### src/rtl/sram_access_sequencer_if.sv
// Request and array-drive bundle between the controller front end and the SRAM access sequencer.
// The sequencer uses the slave modport; the front end / array side uses master.
interface sram_access_sequencer_if #(
  parameter int ROWS   = 16,
  parameter int ADDR_W = 4,
  parameter int COLS   = 8
);
  logic              req_valid;
  logic              req_ready;
  logic              req_we;
  logic [ADDR_W-1:0] req_addr;
  logic [COLS-1:0]   req_wdata;
  logic              precharge_en;
  logic [ROWS-1:0]   wl;
  logic              bl_drive_en;
  logic [COLS-1:0]   bl;
  logic [COLS-1:0]   blb;
  logic              sense_en;
  logic              done;
  logic              err;

  modport master (
    output req_valid, req_we, req_addr, req_wdata,
    input  req_ready, precharge_en, wl, bl_drive_en, bl, blb, sense_en, done, err
  );

  modport slave (
    input  req_valid, req_we, req_addr, req_wdata,
    output req_ready, precharge_en, wl, bl_drive_en, bl, blb, sense_en, done, err
  );
endinterface

### src/rtl/sram_access_sequencer.sv
// Sequences one SRAM read/write through precharge, wordline-active and recovery phases.
// Array drive outputs are registered from the current phase, so they trail the state by one cycle.
module sram_access_sequencer #(
  parameter int ROWS       = 16,
  parameter int ADDR_W     = 4,
  parameter int COLS       = 8,
  parameter int PRE_CYCLES = 2,
  parameter int WL_CYCLES  = 3,
  parameter int REC_CYCLES = 1
) (
  input  logic                    clk,
  input  logic                    rst,
  sram_access_sequencer_if.slave  bus
);
  localparam int MAX_AB = (PRE_CYCLES > WL_CYCLES) ? PRE_CYCLES : WL_CYCLES;
  localparam int MAX_PH = (MAX_AB > REC_CYCLES) ? MAX_AB : REC_CYCLES;
  localparam int CW     = $clog2(MAX_PH) + 1;

  localparam logic [2:0] S_IDLE = 3'd0;
  localparam logic [2:0] S_PRE  = 3'd1;
  localparam logic [2:0] S_ACT  = 3'd2;
  localparam logic [2:0] S_REC  = 3'd3;
  localparam logic [2:0] S_DONE = 3'd4;

  localparam logic [CW-1:0]     LAST_PRE = CW'(PRE_CYCLES - 1);
  localparam logic [CW-1:0]     LAST_WL  = CW'(WL_CYCLES - 1);
  localparam logic [CW-1:0]     LAST_REC = CW'(REC_CYCLES - 1);
  localparam logic [ADDR_W:0]   ROWS_LIM = (ADDR_W+1)'(ROWS);
  localparam logic [ROWS-1:0]   WL_ONE   = {{(ROWS-1){1'b0}}, 1'b1};

  logic [2:0]        state, state_next;
  logic [CW-1:0]     cnt, cnt_next;
  logic              lat_we;
  logic [ADDR_W-1:0] lat_addr;
  logic [COLS-1:0]   lat_wdata;
  logic              accept, in_range;

  logic              ready_q, pre_q, bde_q, sense_q, done_q, err_q;
  logic [ROWS-1:0]   wl_q;
  logic [COLS-1:0]   bl_q, blb_q;

  logic              ready_d, pre_d, bde_d, sense_d, done_d, err_d;
  logic [ROWS-1:0]   wl_d;
  logic [COLS-1:0]   bl_d, blb_d;

  assign accept   = bus.req_valid && ready_q && (state == S_IDLE);
  assign in_range = ({1'b0, lat_addr} < ROWS_LIM);

  // Phase sequencing; the counter restarts at zero on every state entry.
  always_comb begin
    state_next = state;
    cnt_next   = cnt + {{(CW-1){1'b0}}, 1'b1};
    case (state)
      S_IDLE: begin
        cnt_next = {CW{1'b0}};
        if (accept) state_next = S_PRE;
        else        state_next = S_IDLE;
      end
      S_PRE: begin
        if (cnt == LAST_PRE) begin
          state_next = S_ACT;
          cnt_next   = {CW{1'b0}};
        end else begin
          state_next = S_PRE;
        end
      end
      S_ACT: begin
        if (cnt == LAST_WL) begin
          state_next = S_REC;
          cnt_next   = {CW{1'b0}};
        end else begin
          state_next = S_ACT;
        end
      end
      S_REC: begin
        if (cnt == LAST_REC) begin
          state_next = S_DONE;
          cnt_next   = {CW{1'b0}};
        end else begin
          state_next = S_REC;
        end
      end
      S_DONE: begin
        state_next = S_IDLE;
        cnt_next   = {CW{1'b0}};
      end
      default: begin
        state_next = S_IDLE;
        cnt_next   = {CW{1'b0}};
      end
    endcase
  end

  // State, phase counter and the request captured at acceptance.
  always_ff @(posedge clk or posedge rst) begin
    if (rst) begin
      state     <= S_IDLE;
      cnt       <= {CW{1'b0}};
      lat_we    <= 1'b0;
      lat_addr  <= {ADDR_W{1'b0}};
      lat_wdata <= {COLS{1'b0}};
    end else begin
      state <= state_next;
      cnt   <= cnt_next;
      if (accept) begin
        lat_we    <= bus.req_we;
        lat_addr  <= bus.req_addr;
        lat_wdata <= bus.req_wdata;
      end else begin
        lat_we    <= lat_we;
        lat_addr  <= lat_addr;
        lat_wdata <= lat_wdata;
      end
    end
  end

  // Array drive decode; an out-of-range row runs the timing with every strobe suppressed.
  always_comb begin
    ready_d = (state_next == S_IDLE);
    pre_d   = 1'b0;
    bde_d   = 1'b0;
    sense_d = 1'b0;
    done_d  = 1'b0;
    err_d   = 1'b0;
    wl_d    = {ROWS{1'b0}};
    bl_d    = {COLS{1'b0}};
    blb_d   = {COLS{1'b0}};
    case (state)
      S_PRE: pre_d = 1'b1;
      S_ACT: begin
        if (in_range) begin
          wl_d = WL_ONE << lat_addr;
          if (lat_we) begin
            bde_d = 1'b1;
            bl_d  = lat_wdata;
            blb_d = ~lat_wdata;
          end else begin
            sense_d = (cnt == LAST_WL);
          end
        end else begin
          wl_d = {ROWS{1'b0}};
        end
      end
      S_DONE: begin
        done_d = 1'b1;
        err_d  = ~in_range;
      end
      default: begin
        pre_d = 1'b0;
      end
    endcase
  end

  // Output registers.
  always_ff @(posedge clk or posedge rst) begin
    if (rst) begin
      ready_q <= 1'b1;
      pre_q   <= 1'b0;
      bde_q   <= 1'b0;
      sense_q <= 1'b0;
      done_q  <= 1'b0;
      err_q   <= 1'b0;
      wl_q    <= {ROWS{1'b0}};
      bl_q    <= {COLS{1'b0}};
      blb_q   <= {COLS{1'b0}};
    end else begin
      ready_q <= ready_d;
      pre_q   <= pre_d;
      bde_q   <= bde_d;
      sense_q <= sense_d;
      done_q  <= done_d;
      err_q   <= err_d;
      wl_q    <= wl_d;
      bl_q    <= bl_d;
      blb_q   <= blb_d;
    end
  end

  assign bus.req_ready    = ready_q;
  assign bus.precharge_en = pre_q;
  assign bus.wl           = wl_q;
  assign bus.bl_drive_en  = bde_q;
  assign bus.bl           = bl_q;
  assign bus.blb          = blb_q;
  assign bus.sense_en     = sense_q;
  assign bus.done         = done_q;
  assign bus.err          = err_q;
endmodule

### src/flat_wrapper.sv
// flat-port wrapper written by rule: the top's interface ports become plain ports
module sram_access_sequencer_flat 
#(
  parameter int ROWS       = 16,
  parameter int ADDR_W     = 4,
  parameter int COLS       = 8,
  parameter int PRE_CYCLES = 2,
  parameter int WL_CYCLES  = 3,
  parameter int REC_CYCLES = 1
)
  (clk, rst, bus_req_valid, bus_req_we, bus_req_addr, bus_req_wdata, bus_req_ready, bus_precharge_en, bus_wl, bus_bl_drive_en, bus_bl, bus_blb, bus_sense_en, bus_done, bus_err);
  sram_access_sequencer_if #(.ROWS(ROWS), .ADDR_W(ADDR_W), .COLS(COLS)) bus_i ();
  input  logic clk;
  input  logic rst;
  input wire logic [$bits(bus_i.req_valid)-1:0] bus_req_valid;
  input wire logic [$bits(bus_i.req_we)-1:0] bus_req_we;
  input wire logic [$bits(bus_i.req_addr)-1:0] bus_req_addr;
  input wire logic [$bits(bus_i.req_wdata)-1:0] bus_req_wdata;
  output wire logic [$bits(bus_i.req_ready)-1:0] bus_req_ready;
  output wire logic [$bits(bus_i.precharge_en)-1:0] bus_precharge_en;
  output wire logic [$bits(bus_i.wl)-1:0] bus_wl;
  output wire logic [$bits(bus_i.bl_drive_en)-1:0] bus_bl_drive_en;
  output wire logic [$bits(bus_i.bl)-1:0] bus_bl;
  output wire logic [$bits(bus_i.blb)-1:0] bus_blb;
  output wire logic [$bits(bus_i.sense_en)-1:0] bus_sense_en;
  output wire logic [$bits(bus_i.done)-1:0] bus_done;
  output wire logic [$bits(bus_i.err)-1:0] bus_err;
  assign bus_i.req_valid = bus_req_valid;
  assign bus_i.req_we = bus_req_we;
  assign bus_i.req_addr = bus_req_addr;
  assign bus_i.req_wdata = bus_req_wdata;
  assign bus_req_ready = bus_i.req_ready;
  assign bus_precharge_en = bus_i.precharge_en;
  assign bus_wl = bus_i.wl;
  assign bus_bl_drive_en = bus_i.bl_drive_en;
  assign bus_bl = bus_i.bl;
  assign bus_blb = bus_i.blb;
  assign bus_sense_en = bus_i.sense_en;
  assign bus_done = bus_i.done;
  assign bus_err = bus_i.err;
  sram_access_sequencer #(.ROWS(ROWS), .ADDR_W(ADDR_W), .COLS(COLS), .PRE_CYCLES(PRE_CYCLES), .WL_CYCLES(WL_CYCLES), .REC_CYCLES(REC_CYCLES)) u_core (.clk(clk), .rst(rst), .bus(bus_i));
endmodule
### config.mk
export PLATFORM = sky130hd
export DESIGN_NAME = sram_access_sequencer_flat
export DESIGN_NICKNAME = d
export VERILOG_FILES = /design/src/rtl/sram_access_sequencer_if.sv /design/src/rtl/sram_access_sequencer.sv /design/src/flat_wrapper.sv
export SDC_FILE = /design/constraint.sdc
export NUM_CORES = 1
export LEC_CHECK = 0
export BUFFER_PORTS_ARGS = -buffer_cell sky130_fd_sc_hd__buf_4
export CAP_MARGIN = 40
export CORE_MARGIN = 5
export CORE_UTILIZATION = 30
export CTS_CLUSTER_DIAMETER = 50
export DETAILED_ROUTE_END_ITERATION = 8
export SYNTH_ARGS = -nofsm -noshare
export SYNTH_HDL_FRONTEND = slang
export SYNTH_SLANG_ARGS = --single-unit
### constraint.sdc
create_clock -name clk -period 2.4 [get_ports clk]
set_input_delay 0.24 -clock clk [delete_from_list [all_inputs] [get_ports clk]]
set_output_delay 0.24 -clock clk [all_outputs]
set_load 0.005 [all_outputs]
# Word level (Yosys, flattened, before mapping)
# Cells that the tools add are included.
[op_classes] addsub=1 eq_ne=6 n_shift=1 muxes=20 bitwise=1 reduce_logical=5
[ops] op="$mux W8" n=4
[ops] op="$mux W16" n=1
[ops] op="$shl A1 B4 Y16 const A" n=1
[ops] op="$mux W3" n=4
[ops] op="$pmux W3 S4" n=1
[ops] op="$eq A3 B2 Y1 const B" n=3
[ops] op="$logic_not A3 Y1" n=3
[ops] op="$pmux W3 S3" n=1
[ops] op="$mux W1" n=8
[ops] op="$not A8 Y8" n=1
[ops] op="$eq A3 B1 Y1 const B" n=2
[ops] op="$add A3 B1 Y3 const B" n=1
[ops] op="$eq A3 B3 Y1 const B" n=1
[ops] op="$logic_and A1 B1 Y1" n=2
[ops] op="$mux W2" n=1
[word_totals] reg_bits=56 inputBits=16 out_inout_bits=38 wordCells=47

# Longest topological paths before layout
[depth] depth_word=5 ltp_mapped=5

# Worst setup path before layout
# Ideal clock, no wire load.
[synth_path] path_type="register -> register" from="reg u_core.state[0]" to="reg u_core.lat_addr[1]" setup_ns=0.125 arrival_time_ns=1.203 required_time_ns=2.275 slack_ns=1.072 path_stages_with_launch=5 synth_period_minus_slack_ns=1.328 cell_sequence="dfrtp_1 nor2_4 nand4b_4 buf_6 mux2_4"
[synth_via] elab_chain_cells=2
[synth_lines] element="start, declared" line="sram_access_sequencer.sv:31" text="logic [2:0] state, state_next;"
[synth_lines] element="start signal, assigned" line="sram_access_sequencer.sv:103" text="state <= state_next;"
[synth_lines] element="$logic_not A3 Y1" line="sram_access_sequencer.sv:46" text="assign accept = bus.req_valid && ready_q && (state == S_IDLE);"
[synth_lines] element="$logic_and A1 B1 Y1" line="sram_access_sequencer.sv:46"
[synth_lines] element="end signal, assigned" line="sram_access_sequencer.sv:100" text="lat_addr <= {ADDR_W{1'b0}};"
[synth_lines] element="end signal, assigned" line="sram_access_sequencer.sv:107" text="lat_addr <= bus.req_addr;"
[synth_lines] element="end signal, assigned" line="sram_access_sequencer.sv:111" text="lat_addr <= lat_addr;"
[synth_lines] element="end, declared" line="sram_access_sequencer.sv:34" text="logic [ADDR_W-1:0] lat_addr;"
# No other way between the ends.
# A chain may end at the register's enable or synchronous reset.

# Worst setup path in the final report
[layout_path] from="reg u_core.state[0]" to="reg u_core.wl_q[1] (netlist: u_core.bus.wl[1])"
[layout_via] elab_chain_cells=2
[layout_lines] element="$eq A3 B2 Y1" line="sram_access_sequencer.sv:128" text="case (state)"
[layout_lines] element="$mux W16" line="sram_access_sequencer.sv:128"
[layout_lines] element="via u_core.wl_d[1]" line="sram_access_sequencer.sv:43" text="logic [ROWS-1:0] wl_d;"
[layout_lines] element="end signal, assigned" line="sram_access_sequencer.sv:163" text="wl_q <= {ROWS{1'b0}};"
[layout_lines] element="end signal, assigned" line="sram_access_sequencer.sv:173" text="wl_q <= wl_d;"
[layout_lines] element="end, declared" line="sram_access_sequencer.sv:39" text="logic [ROWS-1:0] wl_q;"
# The timed path passes the listed nets, and every way through them passes these cells.

==> results.py <==
metrics = {
    "setup_path": {
        "worstPathArrival_ns": 1.84,
        "reg2reg_to": "u_core.bus.wl[1]",
        "worstSetupEndpoint": "u_core.bus.wl[1]",
        "r2r_slack_ns": 0.78,
        "startpoint": "u_core.state[0]",
        "cp_max_fo": 13,
        "crit_path_end_kind": "flip-flop",
        "worstPathRequired_ns": 2.61,
        "r2r-start": "u_core.state[0]",
        "startpoint_type": "flip-flop",
        "worst-setup-path-type": "flip-flop to flip-flop",
        "reg2regPathDepth": 3,
    },
    "floorplanning": {
        "core-area_sq_um": 7140,
        "die_height_um": 95.0,
        "ioPinCount": 54,
        "fp.dieArea_sq_um": 9030,
        "die_x_um": 95.0,
        "initial_core_util": 0.304,
        "rows": 31,
    },
    "clock_tree": {
        "root_buffer": "clkbuf_8",
        "htreeDepth": 2,
        "clkLatencyLatePin_ns": 0.30,
        "numCtsBuffers": 5,
        "cts_max_path_buffers": 2,
        "path_clk_slew_ns": 0.10,
        "cts_tree": "built",
        "cts_sinks": 56,
    },
    "drt": {
        "route.detailed.drc": 0,
        "vias": 1301,
        "drtIter0Drc": 48,
        "finalWirelength_um": 4010,
        "drtPass1Iterations": 4,
        "wl_per_cell_um": 12.8,
        "via_per_inst": 4.17,
        "ant_nets": 0,
    },
    "flow_run": {
        "maxCapViolations": 0,
    },
    "global_route": {
        "grt_max_degree": 33,
        "antenna_found_initial": 0,
        "grt_usage": 0.0912,
        "grt_pass1_wl_um": 6290,
        "grt_pass1_vias": 1307,
        "grt.overflow.total": 0,
    },
    "finish": {
        "design_area_sq_um": 2800,
        "drive_above_1_share": 0.404,
        "nets": 232,
        "syn_to_final_growth_pct": 29.1,
        "n_antenna_cell": 0,
        "fill_cells": 717,
    },
    "logic_synthesis": {
        "synthTopCellsByCount": "55 x dfrtp_1, 23 x nor2_1, 8 x and3_1, 8 x mux2_4, 6 x nand2b_1",
        "synth_seq_cells": 56,
        "synthCells": 157,
        "synth_edf_count": 0,
        "synth_top_area_cell": "dfrtp_1",
        "synth_top_area_share": 0.634,
        "synth-async-reset-ratio": 1.00,
        "netlist_area_sq_um": 2170,
        "synth.net_count": 177,
        "synth.most_common_cell": "dfrtp_1",
        "seq_area_frac_synth": 0.646,
        "synth_area_leaders": "dfrtp_1 63%, mux2_4 5.5%, nor2_1 4.0%",
        "ys.flop_type": "dfrtp_1",
        "synth_cell_type_count": 39,
        "syn_avg_cell_area_sq_um": 13.8,
        "yosysWarningCount": 0,
    },
    "timing": {
        "final.setup.tns_ns": 0,
        "fmax_ghz": 0.615,
        "post-route-period-util": 0.677,
        "setup_viol": 0,
        "clock-skew-final_ns": 0.00947,
        "rsz0062_at_grt": "false",
        "finalHoldViolCount": 0,
        "worstMarginPinSlew_ns": 0.564,
        "relSlewSlack": 0.623,
        "maxSlewViolCount": 0,
        "period_needed_ns": 1.62,
    },
    "place": {
        "place_congestion": 0.751,
        "placed_area_sq_um": 2650,
        "port_buffers": 52,
        "dp_hpwl_um": 2990,
    },
    "outcome": {
        "status": "finished, final reports clean",
    },
    "power": {
        "peakVddDrop_mv": 0.329,
        "p_leak_nw": 1.44,
        "power_density_nw_per_um2": 1030,
    },
    "worst_hold_path": {
        "hold_path.class": "primary input to flip-flop",
    },
}
cells in the final DEF, fill, tap and decap left out, types with 3 or more instances in the layout:
| master | count |
|---|---|
| dfrtp_1 | 55 |
| nor2_1 | 23 |
| mux2_2 | 5 |
| inv_1 | 3 |
| mux2_4 | 8 |
| and3_1 | 8 |
| clkbuf_8 | 5 |
| buf_4 | 52 |
| nand2b_1 | 6 |
| ha_1 | 4 |
| nand3b_1 | 3 |
| nor2b_1 | 3 |
| nand4_1 | 3 |
through the flow:
step / power (mW) / setup WS, ns / hold WS, ns / cells / util
final: 2.90 / 0.775 / 0.164 / 312 / 0.392
after global routing: 3.07 / 0.633 / 0.153 / 312 / 0.392
after CTS: 2.92 / 0.772 / 0.159 / 312 / 0.392
after detailed placement: 2.21 / 0.801 / 0.314 / 303 / 0.372
after global placement: 2.20 / 0.849 / 0.308 / 303 / 0.372
after floorplan: 1.96 / 0.790 / 0.389 / 157 / -
report_power, final:
group / internal [mW] / switching, mW
clock network: 0.420 / 0.293
registers: 1.16 / 0.262
logic: 0.427 / 0.329
total: 2.01 / 0.884
cell type report:
class                           count  area, sq um  share of cell area
Multi-Input combinational cell     91          701               0.250
Timing Repair Buffer               54          420               0.150
Clock buffer                        5         68.8              0.0246
Inverter                            4         15.0             0.00536
Clock inverter                      3         68.8              0.0246
Sequential cell                    56         1400               0.501
Tap cell                           99          124              0.0442
critical path, cell delays in order, from the launching register on:
cell      delay, ns
dfrtp_1        0.56
nor3b_4        0.58
nand3b_1       0.22
nor3_1         0.18
repair_timing:
action | 4_1_cts | 5_1_grt
hold buffers | 1 | 0
gates resized for setup | 0 | 0
hold endpoints to repair | 24 | 0
buffers inserted | 0 | 0
worst min-delay path by stage:
stage | startpoint | end | slack (ns) | cells past startpoint
4_1_cts | bus_req_wdata[7] | u_core.lat_wdata[7] | 0.16 | 2
3_3_place_gp | rst | u_core.bus.bl_drive_en | 0.31 | 2
5_1_grt | bus_req_wdata[7] | u_core.lat_wdata[7] | 0.15 | 2
3_5_place_dp | rst | u_core.bus.blb[4] | 0.31 | 2
2_1_floorplan | bus_req_addr[1] | u_core.lat_addr[1] | 0.39 | 1
6_report | bus_req_wdata[7] | u_core.lat_wdata[7] | 0.16 | 2
state kept, by name (all words and copies together) (netlist names):
name and flops:
u_core.bus.bl 8, u_core.bus.bl_drive_en 1, u_core.bus.blb 8, u_core.bus.done 1
u_core.bus.precharge_en 1, u_core.bus.req_ready 1, u_core.bus.sense_en 1, u_core.bus.wl 16
u_core.cnt 3, u_core.lat_addr 4, u_core.lat_wdata 8, u_core.lat_we 1
u_core.state 3
cell families after synthesis:
group	Yosys count	share of synthesized area
AO/OA/AOI/OAI	7	0.0219
XOR/XNOR	1	0.00404
multiplexers	13	0.0813
other	1	0.00173
adder cells (fa/ha/maj)	4	0.0231
AND/OR/NAND/NOR	65	0.191
buffers and inverters	10	0.0306
flip-flops	56	0.646
metal layers:
| layer | GRT usage | part of all wire |
|---|---|---|
| met3 | 0.0284 | 0.055 |
| met5 | 0 | 0 |
| met2 | 0.141 | 0.47 |
| met4 | 0.0288 | 0.010 |
| met1 | 0.123 | 0.46 |
(Power assumes the default switching activity.)
